--- src/rtl/regfile_pkg.sv ---
// regfile_pkg: shared register-file constants and writeback source ids
package regfile_pkg;
   localparam int ADW  = 5;
   localparam int DW   = 32;
   localparam int NREG = 2 ** ADW;
   typedef enum logic {SRC0 = 1'b0, SRC1 = 1'b1} src_e;
endpackage

--- src/rtl/wb_prio_arb.sv ---
// wb_prio_arb: src0-priority arbiter that hands src1 the port after STARVE_MAX straight losses
module wb_prio_arb import regfile_pkg::*; #(
   parameter int STARVE_MAX = 4
) (
   input  logic       clk,
   input  logic       reset,
   input  logic [1:0] req,
   output logic [1:0] gnt
);
   logic [3:0] starve_cnt;
   logic       force1;
   // src1 wins when it is starved, otherwise only when src0 is idle
   always_comb begin
      force1    = starve_cnt == 4'(STARVE_MAX);
      gnt[SRC1] = req[SRC1] & (force1 | ~req[SRC0]);
      gnt[SRC0] = req[SRC0] & ~gnt[SRC1];
   end
   // count consecutive src1 losses, saturating at STARVE_MAX
   always_ff @(posedge clk) begin
      if (reset || !req[SRC1] || gnt[SRC1]) starve_cnt <= '0;
      else if (gnt[SRC0] && !force1) starve_cnt <= starve_cnt + 4'd1;
   end
endmodule

--- src/rtl/regfile_wb_sched.sv ---
// regfile_wb_sched: write-port scheduler, busy scoreboard and issue stall for the 32x32 regfile
module regfile_wb_sched import regfile_pkg::*; #(
   parameter int STARVE_MAX = 4
) (
   input  logic            clk,
   input  logic            reset,
   input  logic            iss_valid,
   input  logic [ADW-1:0]  iss_rs,
   input  logic [ADW-1:0]  iss_rt,
   input  logic [ADW-1:0]  iss_rd,
   input  logic            iss_wen,
   output logic            iss_stall,
   input  logic            wb0_valid,
   input  logic [ADW-1:0]  wb0_addr,
   input  logic [DW-1:0]   wb0_data,
   output logic            wb0_ready,
   input  logic            wb1_valid,
   input  logic [ADW-1:0]  wb1_addr,
   input  logic [DW-1:0]   wb1_data,
   output logic            wb1_ready,
   output logic [ADW-1:0]  rf_a3,
   output logic [DW-1:0]   rf_wr,
   output logic            rf_wrenable,
   output logic [NREG-1:0] busy_vec,
   output logic            wb_err
);
   logic [1:0]      gnt;
   logic            hs;
   logic            reserve;
   logic [ADW-1:0]  hs_addr;
   logic [DW-1:0]   hs_data;
   logic [NREG-1:0] set_m;
   logic [NREG-1:0] clr_m;

   wb_prio_arb #(.STARVE_MAX(STARVE_MAX)) u_arb (
      .clk   (clk),
      .reset (reset),
      .req   ({wb1_valid, wb0_valid}),
      .gnt   (gnt)
   );

   // stall from registered busy bits only, pick the winning source, build set/clear masks
   always_comb begin
      iss_stall = iss_valid & (busy_vec[iss_rs] | busy_vec[iss_rt] | (iss_wen & busy_vec[iss_rd]));
      reserve   = iss_valid & ~iss_stall & iss_wen & (iss_rd != '0);
      wb0_ready = gnt[SRC0];
      wb1_ready = gnt[SRC1];
      hs        = |gnt;
      hs_addr   = gnt[SRC1] ? wb1_addr : wb0_addr;
      hs_data   = gnt[SRC1] ? wb1_data : wb0_data;
      set_m     = reserve ? (NREG'(1) << iss_rd) : '0;
      clr_m     = rf_wrenable ? (NREG'(1) << rf_a3) : '0;
   end

   // scoreboard (set beats clear), output write stage and sticky protocol error
   always_ff @(posedge clk) begin
      if (reset) begin
         busy_vec    <= '0;
         rf_a3       <= '0;
         rf_wr       <= '0;
         rf_wrenable <= 1'b0;
         wb_err      <= 1'b0;
      end else begin
         busy_vec    <= (busy_vec & ~clr_m) | set_m;
         rf_wrenable <= hs & (hs_addr != '0);
         if (hs) begin
            rf_a3 <= hs_addr;
            rf_wr <= hs_data;
         end
         if (hs && hs_addr != '0 && !busy_vec[hs_addr]) wb_err <= 1'b1;
      end
   end
endmodule

--- config.mk ---
export PLATFORM = sky130hd
export DESIGN_NAME = regfile_wb_sched
export DESIGN_NICKNAME = d
export VERILOG_FILES = /design/src/rtl/regfile_pkg.sv /design/src/rtl/wb_prio_arb.sv /design/src/rtl/regfile_wb_sched.sv
export SDC_FILE = /design/constraint.sdc
export NUM_CORES = 1
export LEC_CHECK = 0
export CORE_ASPECT_RATIO = 0.8
export CORE_MARGIN = 5
export CORE_UTILIZATION = 48
export DETAILED_ROUTE_END_ITERATION = 12
export PLACE_DENSITY = 0.95
export SYNTH_ARGS = -nofsm -noshare
export SYNTH_HDL_FRONTEND = slang
export SYNTH_SLANG_ARGS = --single-unit
--- constraint.sdc ---
create_clock -name clk -period 9.87 [get_ports clk]
set_input_delay 2.4675 -clock clk [delete_from_list [all_inputs] [get_ports clk]]
set_output_delay 2.4675 -clock clk [all_outputs]
set_load 0.03 [all_outputs]
; ---- Yosys cells after proc, flatten, opt, wreduce, memory -nomap -nowiden
; Index checks and enable logic that the tools add are counted.
[word_totals]
reg_bits = 75
mem_bits_ro = 0
out_inout_bits = 74
wordCells = 54
latchBits = 0
mem_count = 0
input_bits = 95
ramBits = 0
[classes]
n_reduce_logical = 11
add_sub_neg = 1
n_bitwise = 17
eq_ne = 1
n_mux = 12
magnitude_cmp = 4
mul = 0
shifts = 2
n_div = 0
[op_table]
columns = cell, count
row1 = $mux W32, 3
row2 = $shl A1 B5 Y32 const A, 2
row3 = $and A32 B32 Y32, 1
row4 = $not A32 Y32, 1
row5 = $or A32 B32 Y32, 1
row6 = $lt A5 B6 Y1 const B, 4
row7 = $bmux W1 S5, 4
row8 = $reduce_bool A5 Y1, 2
row9 = $and A1 B1 Y1, 8
row10 = $mux W5, 1
row11 = $add A4 B1 Y4 const B, 1
row12 = $eq A4 B3 Y1 const B, 1
row13 = $mux W1, 4
row14 = $logic_and A1 B1 Y1, 3
row15 = $logic_not A1 Y1, 3
row16 = $not A1 Y1, 3
row17 = $or A1 B1 Y1, 3
row18 = $logic_or A1 B1 Y1, 2
row19 = $reduce_or A2 Y1, 1

; ---- Depth between registers and ports, before layout
; Gate-level depths: netlist (run 1).
[logic_depth]
word_depth = 11
depth_mapped = 11

; ---- Hierarchy
; From an unflattened synthesis (run 1), not the netlist that was laid out.
[unflattened]
cells_unflattened = 556
hier_area_um2 = 4688.2
[modules_own_cells]
columns = module, area_per_inst_um2, seq_area_each_um2, cells_per_inst, instances
row1 = regfile_wb_sched, 4491.8, 1421.4, 535, 1
row2 = wb_prio_arb, 196.4, 80.1, 21, 1

; ---- Worst setup path after synthesis (run 1)
; Ideal clock, no wire load.
[synth_timing]
path_type = input-to-output
start = input port iss_rs[0]
end = output port iss_stall
n_path_buf = 1
stages = 5
arrival_ps = 4291
path_slack_ps = 3111
path_cell_list = buf_2 > mux4_2 > mux4_2 > a22oi_2 > a31oi_1
[synth_between]
elab_chain_cells = 5
[synth_rtl]
columns = item, line
row1 = "start, declared", regfile_wb_sched.sv:8  ; input logic [ADW-1:0] iss_rs,
row2 = $bmux W1 S5, regfile_wb_sched.sv:44  ; iss_stall = iss_valid & (busy_vec[iss_rs] | busy_vec[iss_rt] | (iss_wen & busy_vec[iss_rd]));
row3 = $mux W1 (not written as such), regfile_wb_sched.sv:44
row4 = $or A1 B1 Y1 (2 in series), regfile_wb_sched.sv:44
row5 = $and A1 B1 Y1, regfile_wb_sched.sv:44
row6 = "end, declared", regfile_wb_sched.sv:12  ; output logic iss_stall,
; Every way passes these cells. The select of a mux whose other input is x is not followed.

; ---- Worst setup path after layout (run 1)
[layout_timing]
start = input port iss_rd[0]
end = output port iss_stall
[layout_between]
elab_chain_cells = 5
[layout_rtl]
columns = item, line
row1 = "start, declared", regfile_wb_sched.sv:10  ; input logic [ADW-1:0] iss_rd,
row2 = $bmux W1 S5, regfile_wb_sched.sv:44
row3 = $mux W1 (not written as such), regfile_wb_sched.sv:44
row4 = $and A1 B1 Y1, regfile_wb_sched.sv:44
row5 = $or A1 B1 Y1, regfile_wb_sched.sv:44
row6 = $and A1 B1 Y1, regfile_wb_sched.sv:44
; Every way passes these cells. The select of a mux whose other input is x is not followed.

==> results of run 1 <==
-- per-stage QoR --
step / area [um^2] / std cells / utilization / hold WS, ns
after floorplan: 4470 / 491 / - / 0.430
after global placement: 6150 / 735 / 0.678 / 0.443
after detailed placement: 6150 / 735 / 0.678 / 0.455
after CTS: 6460 / 751 / 0.711 / 0.468
after global routing: 6460 / 751 / 0.711 / 0.513
final: 6460 / 751 / 0.711 / 0.463
-- cells by family (layout without fill, tap and decap cells) --
logic type | count (synthesis) | in the layout | share of synthesized area
and+or+nand+nor | 181 | 181 | 0.189
AOI/OAI and AO/OA | 129 | 129 | 0.229
DFF | 75 | 75 | 0.336
buffers and inverters | 58 | 203 | 0.0529
muxes | 44 | 44 | 0.183
adders and majority gates | 2 | 2 | 0.00560
xor gates and xnor gates | 2 | 2 | 0.00392
-- synthesized netlist by cell type (2+ instances only) --
cell type	instances
a21oi_1	3
nand4_1	3
nand2_1	78
o41ai_1	7
inv_1	14
a211oi_1	9
o21ai_0	8
mux2_2	3
dfxtp_1	75
a22oi_2	2
nand3_1	13
mux2i_1	11
ha_1	2
nand2b_1	8
buf_6	2
o2111ai_1	2
nand3b_1	7
or2_2	4
clkbuf_1	32
nor2b_1	5
o21a_1	2
buf_2	3
buf_1	6
o311ai_0	9
a311oi_1	32
nor2_1	48
a31oi_1	2
mux4_2	30
o31ai_1	24
o211ai_1	21
nor3b_1	7
-- worst paths after layout --
| path | start | endpoint | slack (ns) |
|---|---|---|---|
| hold reg to reg | u_arb.starve_cnt[0] | u_arb.starve_cnt[0] | 0.46 |
| hold / removal | u_arb.starve_cnt[0] | u_arb.starve_cnt[0] | 0.46 |
| setup / recovery | iss_rd[0] | iss_stall | 1.82 |
| setup reg to reg | u_arb.starve_cnt[0] | wb_err | 6.47 |
-- area by class of cell --
class / count / area, um^2
fill: 692 / 2620
tap: 115 / 144
clock buffer: 11 / 243
timing repair buffer: 172 / 1710
multi-input combinational: 358 / 2740
sequential: 75 / 1500
inverter: 15 / 56.3
clock inverter: 5 / 61.3
-- power by group through the flow --
stage / combinational (W) / sequential [W] / clock (W)
after floorplan: 0.0000707 / 0.000361 / 0
after global placement: 0.000176 / 0.000337 / 0
after detailed placement: 0.000180 / 0.000338 / 0
after CTS: 0.000181 / 0.000331 / 0.000333
after global routing: 0.000195 / 0.000333 / 0.000347
final: 0.000183 / 0.000332 / 0.000330
-- layer usage --
metal | vias up | track usage
met5 | - | 0
met4 | 0 | 0.118
met3 | 78 | 0.0928
met2 | 358 | 0.483
met1 | 2305 | 0.359
li1 | 2164 | -
-- worst register-to-register path: cells and delay by family, from the launching register on --
family / cells / cell delay (ns)
fa+ha+maj: 1 / 0.20
simple gates: 3 / 1.16
mux: 1 / 0.45
flops: 1 / 0.37
compound gates: 3 / 0.57
buf+inv: 3 / 0.53
-- flip-flops by register name, summed over array words and instances (netlist names) --
| signal | count |
|---|---|
| busy_vec | 32 |
| rf_wr | 32 |
| rf_wrenable | 1 |
| rf_a3 | 5 |
| wb_err | 1 |
| u_arb.starve_cnt | 4 |
-- layout by cell type (no fill, tap or decap), types with 3 or more instances in the layout --
master	n
clkdlybuf4s50_1	168
nand3_1	13
nand3b_1	7
nor3b_1	7
a21oi_1	3
mux2i_1	11
dfxtp_1	75
o31ai_1	24
mux4_2	30
inv_1	14
o41ai_1	7
nor2b_1	5
a211oi_1	9
clkbuf_16	9
nor2_1	47
o311ai_0	9
nand2_1	78
o211ai_1	21
nand2b_1	8
or2_2	4
nand4_1	3
buf_4	4
mux2_2	3
a311oi_1	32
o21ai_0	8
==> results.sh, run 1 <==
export IMPL_cts_sinks=75
export IMPL_wl_per_cell_um=22.6
export IMPL_cap_violations=0
export IMPL_grt_pass1_wl_um=26500
export IMPL_synth_edff_count=0
export IMPL_cp_start_kind="input pin"
export IMPL_gp_congestion=0.966
export IMPL_end_kind="output port"
export IMPL_grt_overflow=0
export IMPL_synth_seq_area_share=0.336
export IMPL_async_flop_share=0
export IMPL_vdd_drop_max_mv=0.118
export IMPL_p_leak_nw=2.29
export IMPL_drc=0
export IMPL_cts_hold_buffers=0
export IMPL_cts_resized=0
export IMPL_syn_nets=588
export IMPL_p_per_area_mw_per_mm2=131
export IMPL_period_needed_ns=8.05
export IMPL_synth_warnings=0
export IMPL_root_buffer="clkbuf_16"
export IMPL_initial_core_util=0.492
export IMPL_drt_pass1_iter_count=5
export IMPL_areaGrowthSynthToFinish_pct=44.5
export IMPL_power_frac_seq=0.393
export IMPL_ys_seq_elements=75
export IMPL_port_buffers=168
export IMPL_num_rows=31
export IMPL_combPwrFrac=0.216
export IMPL_reg2reg_depth=11
export IMPL_grt_max_degree=54
export IMPL_dr_wl_met2_um=7880
export IMPL_post_cts_setup_buffers=0
export IMPL_internal_power_w=0.000606
export IMPL_met1Wirelength_um=6250
export IMPL_antenna_found_initial=0
export IMPL_cts_path_max_buffers=2
export IMPL_pwr_share_clk=0.391
export IMPL_top_layer_used="met4"
export IMPL_grt_usage=0.292
export IMPL_cts_made_buffers=9
export IMPL_drtAntennaViolNets=0
export IMPL_critical_path_top_delay_family="buffers and inverters"
export IMPL_setup_viol=0
export IMPL_syn_area_mm2=0.00447
export IMPL_slew_headroom=0.305
export IMPL_vias=4905
export IMPL_avgSynthCellArea_um2=9.10
export IMPL_place_ws_ns=1.81
export IMPL_cts_tree="done"
export IMPL_fin_worst_skew_ns=0.00665
export IMPL_total_power_w=0.000844
export IMPL_fmax_mhz=124
export IMPL_required_ns=7.40
export IMPL_yosys_area_top_type="dfxtp_1"
export IMPL_p_switching_w=0.000238
export IMPL_routed_via_density=6.53
export IMPL_hold_viol_final=0
export IMPL_dp_hpwl_um=12400
export IMPL_grt_pass1_vias=4892
export IMPL_outcome="completed"
export IMPL_path_max_fanout=10
export IMPL_crit_cells=7
export IMPL_finalMaxSlewViolations=0
export IMPL_crit_arrival_ns=5.58
export IMPL_fp_dieH_um=96.3
export IMPL_path_clk_slew_ns=0.06
export IMPL_cpPeakStageDelay_ns=0.90
export IMPL_netlist_top_cells_area="dfxtp_1 (34%), mux4_2 (15%), nand2_1 (6.6%), a311oi_1 (6.3%), nor2_1 (4.0%)"
export IMPL_rsz0062_at_grt="false"
export IMPL_dieArea_mm2=0.0114
export IMPL_die_x_um=118
export IMPL_drt_wl_total_um=17000
export IMPL_synth_distinct_cells=50
export IMPL_min_path_cells=1
export IMPL_timing_final_ws_setup_ns=1.82
export IMPL_tightest_slew_ns=1.04
export IMPL_drt_iter0_markers=547
export IMPL_sw_frac_of_total=0.282
export IMPL_synth_top_flop_cell="dfxtp_1"
export IMPL_crit_type="input pin to output port"
export IMPL_coreArea_mm2=0.00908
export IMPL_crit_chain="clkdlybuf4s50_1 -> mux4_2 -> mux4_2 -> mux2_2 -> nand2_2 -> a31oi_1 -> clkdlybuf4s50_1"
export IMPL_met3_length_um=2110
export IMPL_h_tree_depth=3
export IMPL_critPathSlowestCell="clkdlybuf4s50_1"
export IMPL_final_nets=728
export IMPL_finalCritPeriodShare=0.815
export IMPL_antenna_diode_count=0
export IMPL_clk_latency_ns=0.33
export IMPL_synth_top_cell_area_share=0.336
export IMPL_worstPathBufferInverterCount=2
export IMPL_setup_tns_ns=0
export IMPL_drive_gt1_frac=0.0991
export IMPL_postSynthCellCount=491
export IMPL_ioPinCount=169
export IMPL_hp_class="flop to flop"
Note: power is estimated with default switching activity, not from simulation.
==> run 2: changes to the inputs <==
- CORE_UTILIZATION: 48 -> 41
- PLACE_DENSITY: 0.95 -> 0.88
- clock period: 9.87 -> 7.2 ns (I/O delays scaled with it)
==> run 2 against run 1 <==
Net effect:
- core utilization down 11 points
- non-clock buffer count grew 1
- total power is 43% higher
- sequential share of layout area fell by 0.21 points
- largest power group is now clock
- clock skew is 0.0029 ns lower
- final cell count increased by 4.0%
- largest cell class unchanged
- critical endpoint unchanged
==> results.sh, run 2 (synthesized netlist as in run 1, its figures left out) <==
export IMPL_wl_per_cell_um=22.6
export IMPL_final_common_cell="clkdlybuf4s50_1"
export IMPL_initial_core_util=0.415
export IMPL_period_needed_ns=6.67
export IMPL_crit_chain="clkdlybuf4s50_1 -> mux4_2 -> mux4_2 -> mux2_2 -> nand2_2 -> a31oi_1 -> clkdlybuf4s50_1"
export IMPL_grt_pass1_wl_um=26300
export IMPL_timing_hold_ws_ns=0.473
export IMPL_grt_usage=0.258
export IMPL_coreArea_mm2=0.0108
export IMPL_port_buffers=168
export IMPL_vdd_drop_max_mv=0.110
export IMPL_clk_latency_ns=0.34
export IMPL_reg2reg_from="u_arb.starve_cnt[0]"
export IMPL_drt_pass1_iter_count=7
export IMPL_post_cts_setup_buffers=0
export IMPL_path_max_fanout=10
export IMPL_finalCritPeriodShare=0.926
export IMPL_largestRegisters="busy_vec (32), rf_wr (32), rf_a3 (5)"
export IMPL_finalMaxSlewViolations=0
export IMPL_p_leak_nw=2.30
export IMPL_fillCellCount=862
export IMPL_hp_class="flop to flop"
export IMPL_post_place_cells=765
export IMPL_design_area_mm2=0.00652
export IMPL_path_clk_slew_ns=0.06
export IMPL_cp_start_kind="input pin"
export IMPL_drive_gt1_frac=0.102
export IMPL_setup_tns_ns=0
export IMPL_outcome="completed"
export IMPL_end_kind="output port"
export IMPL_antenna_found_initial=0
export IMPL_cts_tree="done"
export IMPL_slew_headroom=0.259
export IMPL_drt_iter0_markers=717
export IMPL_cts_sinks=75
export IMPL_rrSetupSlack_ns=3.85
export IMPL_grt_overflow=0
export IMPL_cts_hold_buffers=0
export IMPL_hold_viol_final=0
export IMPL_h_tree_depth=3
export IMPL_rsz0062_at_grt="false"
export IMPL_critical_path_top_delay_family="buffers and inverters"
export IMPL_drtAntennaViolNets=0
export IMPL_die_x_um=127
export IMPL_tightest_slew_ns=1.11
export IMPL_fin_cells=781
export IMPL_cts_resized=0
export IMPL_r2r_end="wb_err"
export IMPL_fp_dieH_um=103
export IMPL_cap_violations=0
export IMPL_min_path_cells=1
export IMPL_final_nets=729
export IMPL_reg2reg_depth=9
export IMPL_dieArea_mm2=0.0131
export IMPL_gp_congestion=1.01
export IMPL_cpPeakStageDelay_ns=0.89
export IMPL_cts_path_max_buffers=2
export IMPL_crit_arrival_ns=4.87
export IMPL_required_ns=5.40
export IMPL_vias=4986
export IMPL_whs_endpoint="u_arb.starve_cnt[0]"
export IMPL_final_cell_mix="clkdlybuf4s50_1 (168), nand2_1 (78), dfxtp_1 (75)"
export IMPL_root_buffer="clkbuf_16"
export IMPL_areaGrowthSynthToFinish_pct=45.8
export IMPL_timing_final_ws_setup_ns=0.533
export IMPL_crit_type="input pin to output port"
export IMPL_antenna_diode_count=0
export IMPL_drc=0
export IMPL_hold_start="u_arb.starve_cnt[0]"
export IMPL_grt_max_degree=65
export IMPL_fmax_mhz=150
export IMPL_p_per_area_mw_per_mm2=185
export IMPL_routed_via_density=6.38
export IMPL_drt_wl_total_um=17600
export IMPL_dpl_instance_area_mm2=0.00619
export IMPL_critPathSlowestCell="clkdlybuf4s50_1"
export IMPL_fin_worst_skew_ns=0.00374
export IMPL_num_rows=34
export IMPL_cts_made_buffers=9
export IMPL_worstPathBufferInverterCount=2
export IMPL_dp_hpwl_um=12700
export IMPL_ioPinCount=169
export IMPL_grt_pass1_vias=4815
export IMPL_setup_viol=0
export IMPL_place_ws_ns=0.543
-- run 2: stage by stage --
| stage | total power [W] | util |
|---|---|---|
| detailed placement | 0.000712 | 0.575 |
| global placement | 0.000705 | 0.575 |
| CTS | 0.00121 | 0.605 |
| floorplan | 0.000591 | - |
| finish | 0.00121 | 0.605 |
| global route | 0.00124 | 0.605 |
-- run 2: worst reg2reg max path, cell delays in order, from the launching register on --
cell      delay (ns)
dfxtp_1         0.38
inv_1           0.06
ha_1            0.22
and4b_1         0.29
nor3b_1         0.93
or2_2           0.51
mux2i_1         0.15
a2111o_1        0.44
a31oi_1         0.19
a211oi_1        0.07
-- run 2: layer usage --
metal | GRT usage | vias up | wire length, um
met5 | 0 | - | 0
met4 | 0.0989 | 0 | 767
met3 | 0.111 | 101 | 2120
met2 | 0.396 | 390 | 8070
met1 | 0.324 | 2329 | 6670
li1 | - | 2166 | -
-- run 2: worst max path at each step --
stage	endpoint	slack, ns	cells past startpoint	start
6_report	iss_stall	0.53	7	iss_rd[0]
5_1_grt	iss_stall	0.40	7	iss_rd[0]
4_1_cts	iss_stall	0.54	7	iss_rd[0]
3_5_place_dp	iss_stall	0.54	7	iss_rd[0]
3_3_place_gp	iss_stall	0.61	7	iss_rd[0]
2_1_floorplan	iss_stall	1.78	5	iss_rs[0]
-- run 2: area by class of cell --
cell class                 count  area [um^2]  share of cell area
sequential                    75         1500               0.230
inverter                      15         56.3             0.00864
clock buffer                   9          225              0.0346
timing repair buffer         173         1720               0.264
tap                          144          180              0.0277
multi-input combinational    358         2730               0.420
clock inverter                 7         98.8              0.0152
-- run 2: power breakdown --
| part | leakage, nW | internal, W | switching (W) |
|---|---|---|---|
| Clock | 0.156 | 0.000306 | 0.000194 |
| Sequential | 0.615 | 0.000435 | 0.0000211 |
| Combinational | 1.52 | 0.000117 | 0.000134 |
